**config.mk**
```make
export PLATFORM = sky130hd
export DESIGN_NAME = muldiv_unit
export DESIGN_NICKNAME = d
export VERILOG_FILES = /design/src/rtl/muldiv_pkg.sv /design/src/rtl/muldiv_unit.sv
export SDC_FILE = /design/constraint.sdc
export NUM_CORES = 1
export LEC_CHECK = 0
export ABC_AREA = 1
export CAP_MARGIN = 20
export CORE_MARGIN = 8
export CORE_UTILIZATION = 59
export CTS_CLUSTER_DIAMETER = 200
export CTS_CLUSTER_SIZE = 40
export DETAILED_ROUTE_END_ITERATION = 10
export PLACE_DENSITY = 0.9
export SLEW_MARGIN = 0
export SYNTH_ARGS = -nofsm -noshare
export SYNTH_HDL_FRONTEND = slang
export SYNTH_SLANG_ARGS = --single-unit
```
**constraint.sdc**
```tcl
create_clock -name clk -period 13.85 [get_ports clk]
set_input_delay 3.4625 -clock clk [delete_from_list [all_inputs] [get_ports clk]]
set_output_delay 3.4625 -clock clk [all_outputs]
set_load 0.005 [all_outputs]
```
**src/rtl/muldiv_pkg.sv**
```systemverilog
// Shared types and constants for the RV32M multiply/divide unit.
package muldiv_pkg;

  typedef enum logic [2:0] {
    F3_MUL    = 3'b000,
    F3_MULH   = 3'b001,
    F3_MULHSU = 3'b010,
    F3_MULHU  = 3'b011,
    F3_DIV    = 3'b100,
    F3_DIVU   = 3'b101,
    F3_REM    = 3'b110,
    F3_REMU   = 3'b111
  } funct3_e;

  typedef enum logic [1:0] {
    S_IDLE = 2'd0,
    S_CALC = 2'd1,
    S_DONE = 2'd2
  } state_e;

  localparam int ITER_COUNT = 32;

endpackage

```
**src/rtl/muldiv_unit.sv**
```systemverilog
// Iterative RV32M multiply/divide: one radix-2 step per cycle on operand
// magnitudes, signs restored when the result is latched.
module muldiv_unit
  import muldiv_pkg::*;
#(
  parameter int XLEN = 32
) (
  input  logic            clk,
  input  logic            rst_n,
  input  logic            start,
  input  logic [2:0]      funct3,
  input  logic [XLEN-1:0] op_a,
  input  logic [XLEN-1:0] op_b,
  input  logic [4:0]      rd_in,
  output logic            busy,
  output logic            done,
  output logic [XLEN-1:0] result,
  output logic            we_out,
  output logic [4:0]      rd_out
);

  localparam logic [4:0] LAST_ITER = 5'(ITER_COUNT - 1);

  state_e          state_q;
  funct3_e         f3_q;
  logic [4:0]      cnt_q, rd_q;
  logic [XLEN-1:0] hi_q, lo_q, b_q, result_q;
  logic            neg_q, div0_q, busy_q, done_q, we_q;

  logic [XLEN-1:0] hi_d, lo_d, a_mag, b_mag, res_fix;
  logic            sgn_a, sgn_b, neg_in;
  logic [XLEN:0]   shifted, add_a, add_b;
  logic [XLEN+1:0] sum;
  logic [2*XLEN-1:0] prod, prod_s;
  funct3_e         f3_in;

  // Operand signedness and magnitudes for the request being accepted.
  always_comb begin
    f3_in  = funct3_e'(funct3);
    sgn_a  = op_a[XLEN-1] && (f3_in inside {F3_MUL, F3_MULH, F3_MULHSU, F3_DIV, F3_REM});
    sgn_b  = op_b[XLEN-1] && (f3_in inside {F3_MUL, F3_MULH, F3_DIV, F3_REM});
    a_mag  = sgn_a ? -op_a : op_a;
    b_mag  = sgn_b ? -op_b : op_b;
    // Remainder follows the dividend; everything else follows sign(a)^sign(b).
    neg_in = (f3_in inside {F3_REM, F3_REMU}) ? sgn_a : (sgn_a ^ sgn_b);
  end

  // One iteration through the shared 33-bit adder/subtractor.
  // Multiply: {hi,lo} shifts right, lo holds the multiplier.
  // Divide: hi is the partial remainder, lo shifts the dividend out / quotient in.
  always_comb begin
    shifted = {hi_q, lo_q[XLEN-1]};
    add_a   = f3_q[2] ? shifted : {1'b0, hi_q};
    add_b   = {1'b0, b_q};
    sum     = {1'b0, add_a} + {1'b0, add_b ^ {(XLEN+1){f3_q[2]}}} + {{(XLEN+1){1'b0}}, f3_q[2]};
    if (f3_q[2]) begin
      // Carry out set means no borrow: divisor fits, take the difference.
      if (sum[XLEN+1]) begin
        hi_d = sum[XLEN-1:0];
        lo_d = {lo_q[XLEN-2:0], 1'b1};
      end else begin
        hi_d = shifted[XLEN-1:0];
        lo_d = {lo_q[XLEN-2:0], 1'b0};
      end
    end else if (lo_q[0]) begin
      hi_d = sum[XLEN:1];
      lo_d = {sum[0], lo_q[XLEN-1:1]};
    end else begin
      hi_d = {1'b0, hi_q[XLEN-1:1]};
      lo_d = {hi_q[0], lo_q[XLEN-1:1]};
    end
  end

  // Sign fix and op select, applied to the values of the final iteration.
  always_comb begin
    prod   = {hi_d, lo_d};
    prod_s = neg_q ? -prod : prod;
    case (f3_q)
      F3_MUL:                     res_fix = prod_s[XLEN-1:0];
      F3_MULH, F3_MULHSU, F3_MULHU: res_fix = prod_s[2*XLEN-1:XLEN];
      F3_DIV, F3_DIVU:            res_fix = div0_q ? '1 : (neg_q ? -lo_d : lo_d);
      default:                    res_fix = neg_q ? -hi_d : hi_d;
    endcase
  end

  // Control FSM and datapath registers; outputs are all registered.
  always_ff @(posedge clk or negedge rst_n) begin
    if (!rst_n) begin
      state_q  <= S_IDLE;
      f3_q     <= F3_MUL;
      cnt_q    <= '0;
      rd_q     <= '0;
      hi_q     <= '0;
      lo_q     <= '0;
      b_q      <= '0;
      result_q <= '0;
      neg_q    <= 1'b0;
      div0_q   <= 1'b0;
      busy_q   <= 1'b0;
      done_q   <= 1'b0;
      we_q     <= 1'b0;
    end else begin
      case (state_q)
        S_IDLE: if (start) begin
          f3_q    <= f3_in;
          rd_q    <= rd_in;
          hi_q    <= '0;
          lo_q    <= a_mag;
          b_q     <= b_mag;
          neg_q   <= neg_in;
          div0_q  <= (op_b == '0);
          cnt_q   <= '0;
          busy_q  <= 1'b1;
          state_q <= S_CALC;
        end
        S_CALC: begin
          hi_q  <= hi_d;
          lo_q  <= lo_d;
          cnt_q <= cnt_q + 5'd1;
          if (cnt_q == LAST_ITER) begin
            result_q <= res_fix;
            done_q   <= 1'b1;
            we_q     <= (rd_q != 5'd0);
            state_q  <= S_DONE;
          end
        end
        S_DONE: begin
          done_q  <= 1'b0;
          we_q    <= 1'b0;
          busy_q  <= 1'b0;
          state_q <= S_IDLE;
        end
        default: state_q <= S_IDLE;
      endcase
    end
  end

  assign busy   = busy_q;
  assign done   = done_q;
  assign result = result_q;
  assign we_out = we_q;
  assign rd_out = rd_q;

endmodule

```
==> impl_metrics.py <==
metrics = {
    "routing": {
        "wl_per_cell_um": 17.4,
        "drc": 0,
        "vias": 16900,
        "drt-vias-per-instance": 5.95,
        "drt_iter0_markers": 2514,
        "wirelength_um": 49500,
        "postRouteAntennaNets": 0,
        "dr.pass1.iters": 6,
    },
    "cts": {
        "insertion_delay_ns": 0.44,
        "cts_buffer_depth": 2,
        "clockRootBuffer": "clkbuf_16",
        "ctsHtreeMaxLevel": 4,
        "cts_tree": "yes",
        "hold_buffers": 0,
        "cts.sink_count": 148,
        "post_cts_buffers": 0,
        "cts_buffers": 17,
        "clkTransAtPathRegs_ns": 0.07,
        "post_cts_resized": 0,
    },
    "synthesis": {
        "yosysWarnings": 0,
        "yosys-top-cells-area": "dfrtp_1, nand2_1, inv_1",
        "synth-seq-area-share_pct": 25.2,
        "synth-seq-cells": 148,
        "async_reset_ff_share_pct": 100,
        "yosys.area.top_type_share_pct": 25.2,
        "avgSynthCellArea_um2": 6.03,
        "synthCells": 2443,
        "synth_cell_types": 55,
        "synth_area_um2": 14700,
        "yosys.area.top_type": "dfrtp_1",
        "synth_nets": 2556,
        "ys.flop_type": "dfrtp_1",
        "synth_enable_flop_cells": 0,
    },
    "cells_and_area": {
        "drive_above_1_share_pct": 4.89,
        "area_growth_syn_to_layout_pct": 12.9,
        "n_antenna_cell": 0,
        "layout.nets": 2613,
        "fillers": 2275,
    },
    "global_routing": {
        "globalRouteOverflowTotal": 0,
        "grt_pass1_wl_um": 79700,
        "met1_usage_pct": 42.1,
        "track_usage_pct": 32.0,
        "antenna_found_initial": 2,
        "grt_max_degree": 96,
        "grt_pass1_vias": 15700,
        "top_usage_layer": "met2",
        "use_met2_pct": 51.4,
        "grtUsageMet3_pct": 5.14,
    },
    "setup_path": {
        "max_stage_delay_ns": 1.14,
        "cp_data_required_time_ns": 14.18,
        "slowest_stage": "dfrtp_4",
        "arrival_ns": 7.34,
        "r2r_end": "result[20]$_DFFE_PN0P_",
        "worst_path_most_repeated_cell": "nand2_1",
        "r2r_slack_ns": 6.84,
        "r2r_cells": 27,
        "r2r-start": "f3_q[2]$_DFFE_PN0P_",
        "start_kind": "flop",
        "crit_path_max_fanout": 95,
        "crit_type": "reg2reg",
        "crit_path_end_kind": "flop",
    },
    "sta": {
        "setup_viol": 0,
        "tns_ns": 0,
        "drv_slew": 0,
        "hold_viol": 0,
        "period_share_pct": 50.6,
        "finalCriticalPeriod_ns": 7.01,
        "rsz0062_at_grt": "false",
        "slew_headroom_pct": 25.1,
        "fin_worst_skew_ns": 0.0162,
        "worstMarginPinSlew_ns": 1.12,
        "fmax_ghz": 0.143,
    },
    "job": {
        "max_cap_violations": 0,
    },
    "floorplan": {
        "core_um2": 24800,
        "num_io_pins": 115,
        "dieHeight_um": 174,
        "die_area_um2": 30300,
        "die_w_um": 174,
        "rows": 58,
        "start_util_pct": 59.3,
    },
    "worst_hold_path": {
        "hold_depth": 2,
        "hold_path_class": "reg2reg",
        "hold_path_end": "result[16]$_DFFE_PN0P_",
        "holdCritStartpoint": "result[16]$_DFFE_PN0P_",
    },
    "placement": {
        "hpwl_um": 37400,
        "io_buffers": 114,
        "globalplace.congestion": 1.05,
    },
    "outcome": {
        "outcome": "completed",
    },
}
## cells in the mapped netlist, types with 5 or more instances
library cell and number:
nand2_1 793, inv_1 303, nor2_1 226, o21ai_0 174, nand3_1 159, dfrtp_1 148
a21oi_1 98, xor2_1 89, clkbuf_1 62, ha_1 37, nor3_1 37, nand4_1 35
o22ai_1 34, xnor2_1 30, o221ai_1 26, nand2_2 18, buf_2 17, o21ai_1 16
nor2_2 14, inv_2 12, or2_2 11, a31oi_1 9, and2_1 8, nor4_1 8
o211ai_1 8, nand3b_1 6, nor2_4 6, buf_6 5, clkinv_1 5
## registers in the layout (all words and copies together), names as in the netlist
signal and count:
hi_q 32, b_q 32, state_q 2, cnt_q 5, we_out 1, result 32
neg_q 1, rd_out 5, lo_q 32, f3_q 3, busy 1, div0_q 1
done 1
## critical path: cells and delay by family (launching register included)
family                   cells  cell delay [ns]
AND/OR/NAND/NOR             15             2.21
AO/OA/AOI/OAI                6             1.62
buffers and inverters        4             1.20
flip-flops                   1             1.14
adder cells (fa/ha/maj)      2             0.67
## cell families after synthesis
family	synth area share [%]
compound gates	15.7
fa+ha+maj	3.28
flops	25.2
simple gates	37.9
xor+xnor	7.08
buf+inv	10.8
## metal layers
layer | vias up | part of all wire (%)
li1 | 7971 | -
met1 | 7721 | 41
met2 | 1045 | 45
met3 | 183 | 10
met4 | 4 | 4.2
met5 | - | 0.055
## stage by stage
stage | area [um^2] | util (%) | hold slack, ns | worst slack (ns) | std cells
floorplan | 14700 | - | 0.454 | 8.36 | 2443
global route | 16600 | 67.0 | 0.508 | 6.34 | 2843
finish | 16600 | 67.0 | 0.487 | 6.84 | 2843
detailed placement | 16000 | 64.5 | 0.467 | 6.81 | 2811
global placement | 16000 | 64.4 | 0.461 | 6.96 | 2810
CTS | 16600 | 67.0 | 0.487 | 7.08 | 2843
## worst max-delay path by stage
stage	start	to	slack [ns]	depth (start not counted)
6_report	f3_q[2]$_DFFE_PN0P_	result[20]$_DFFE_PN0P_	6.84	27
5_1_grt	f3_q[2]$_DFFE_PN0P_	result[20]$_DFFE_PN0P_	6.34	27
4_1_cts	f3_q[2]$_DFFE_PN0P_	result[20]$_DFFE_PN0P_	7.08	27
2_1_floorplan	op_b[0]	b_q[30]$_DFFE_PN0P_	8.36	14
3_3_place_gp	start	lo_q[5]$_DFFE_PN0P_	6.96	7
3_5_place_dp	start	lo_q[26]$_DFFE_PN0P_	6.81	7
## placed cells by master (no fill, tap or decap), types with 30 or more instances in the layout
cell	count
ha_1	37
clkdlybuf4s50_1	113
o22ai_1	34
nor3_1	37
nand2_1	793
xor2_1	89
nand4_1	35
nor2_1	225
a21oi_1	98
xnor2_1	30
nand3_1	158
dfrtp_1	147
o21ai_0	174
inv_1	302
## area by class of cell
class	count	area (um^2)	area share, %
Clock buffer	17	425	2.56
Clock inverter	15	194	1.17
Inverter	321	1210	7.27
Multi-Input combinational cell	1886	9430	56.8
Sequential cell	148	3710	22.3
Tap cell	330	413	2.48
Timing Repair Buffer	126	1240	7.46
Power is not shown: default switching activity piles up to over one toggle a cycle in this logic, so the estimate is an artifact.
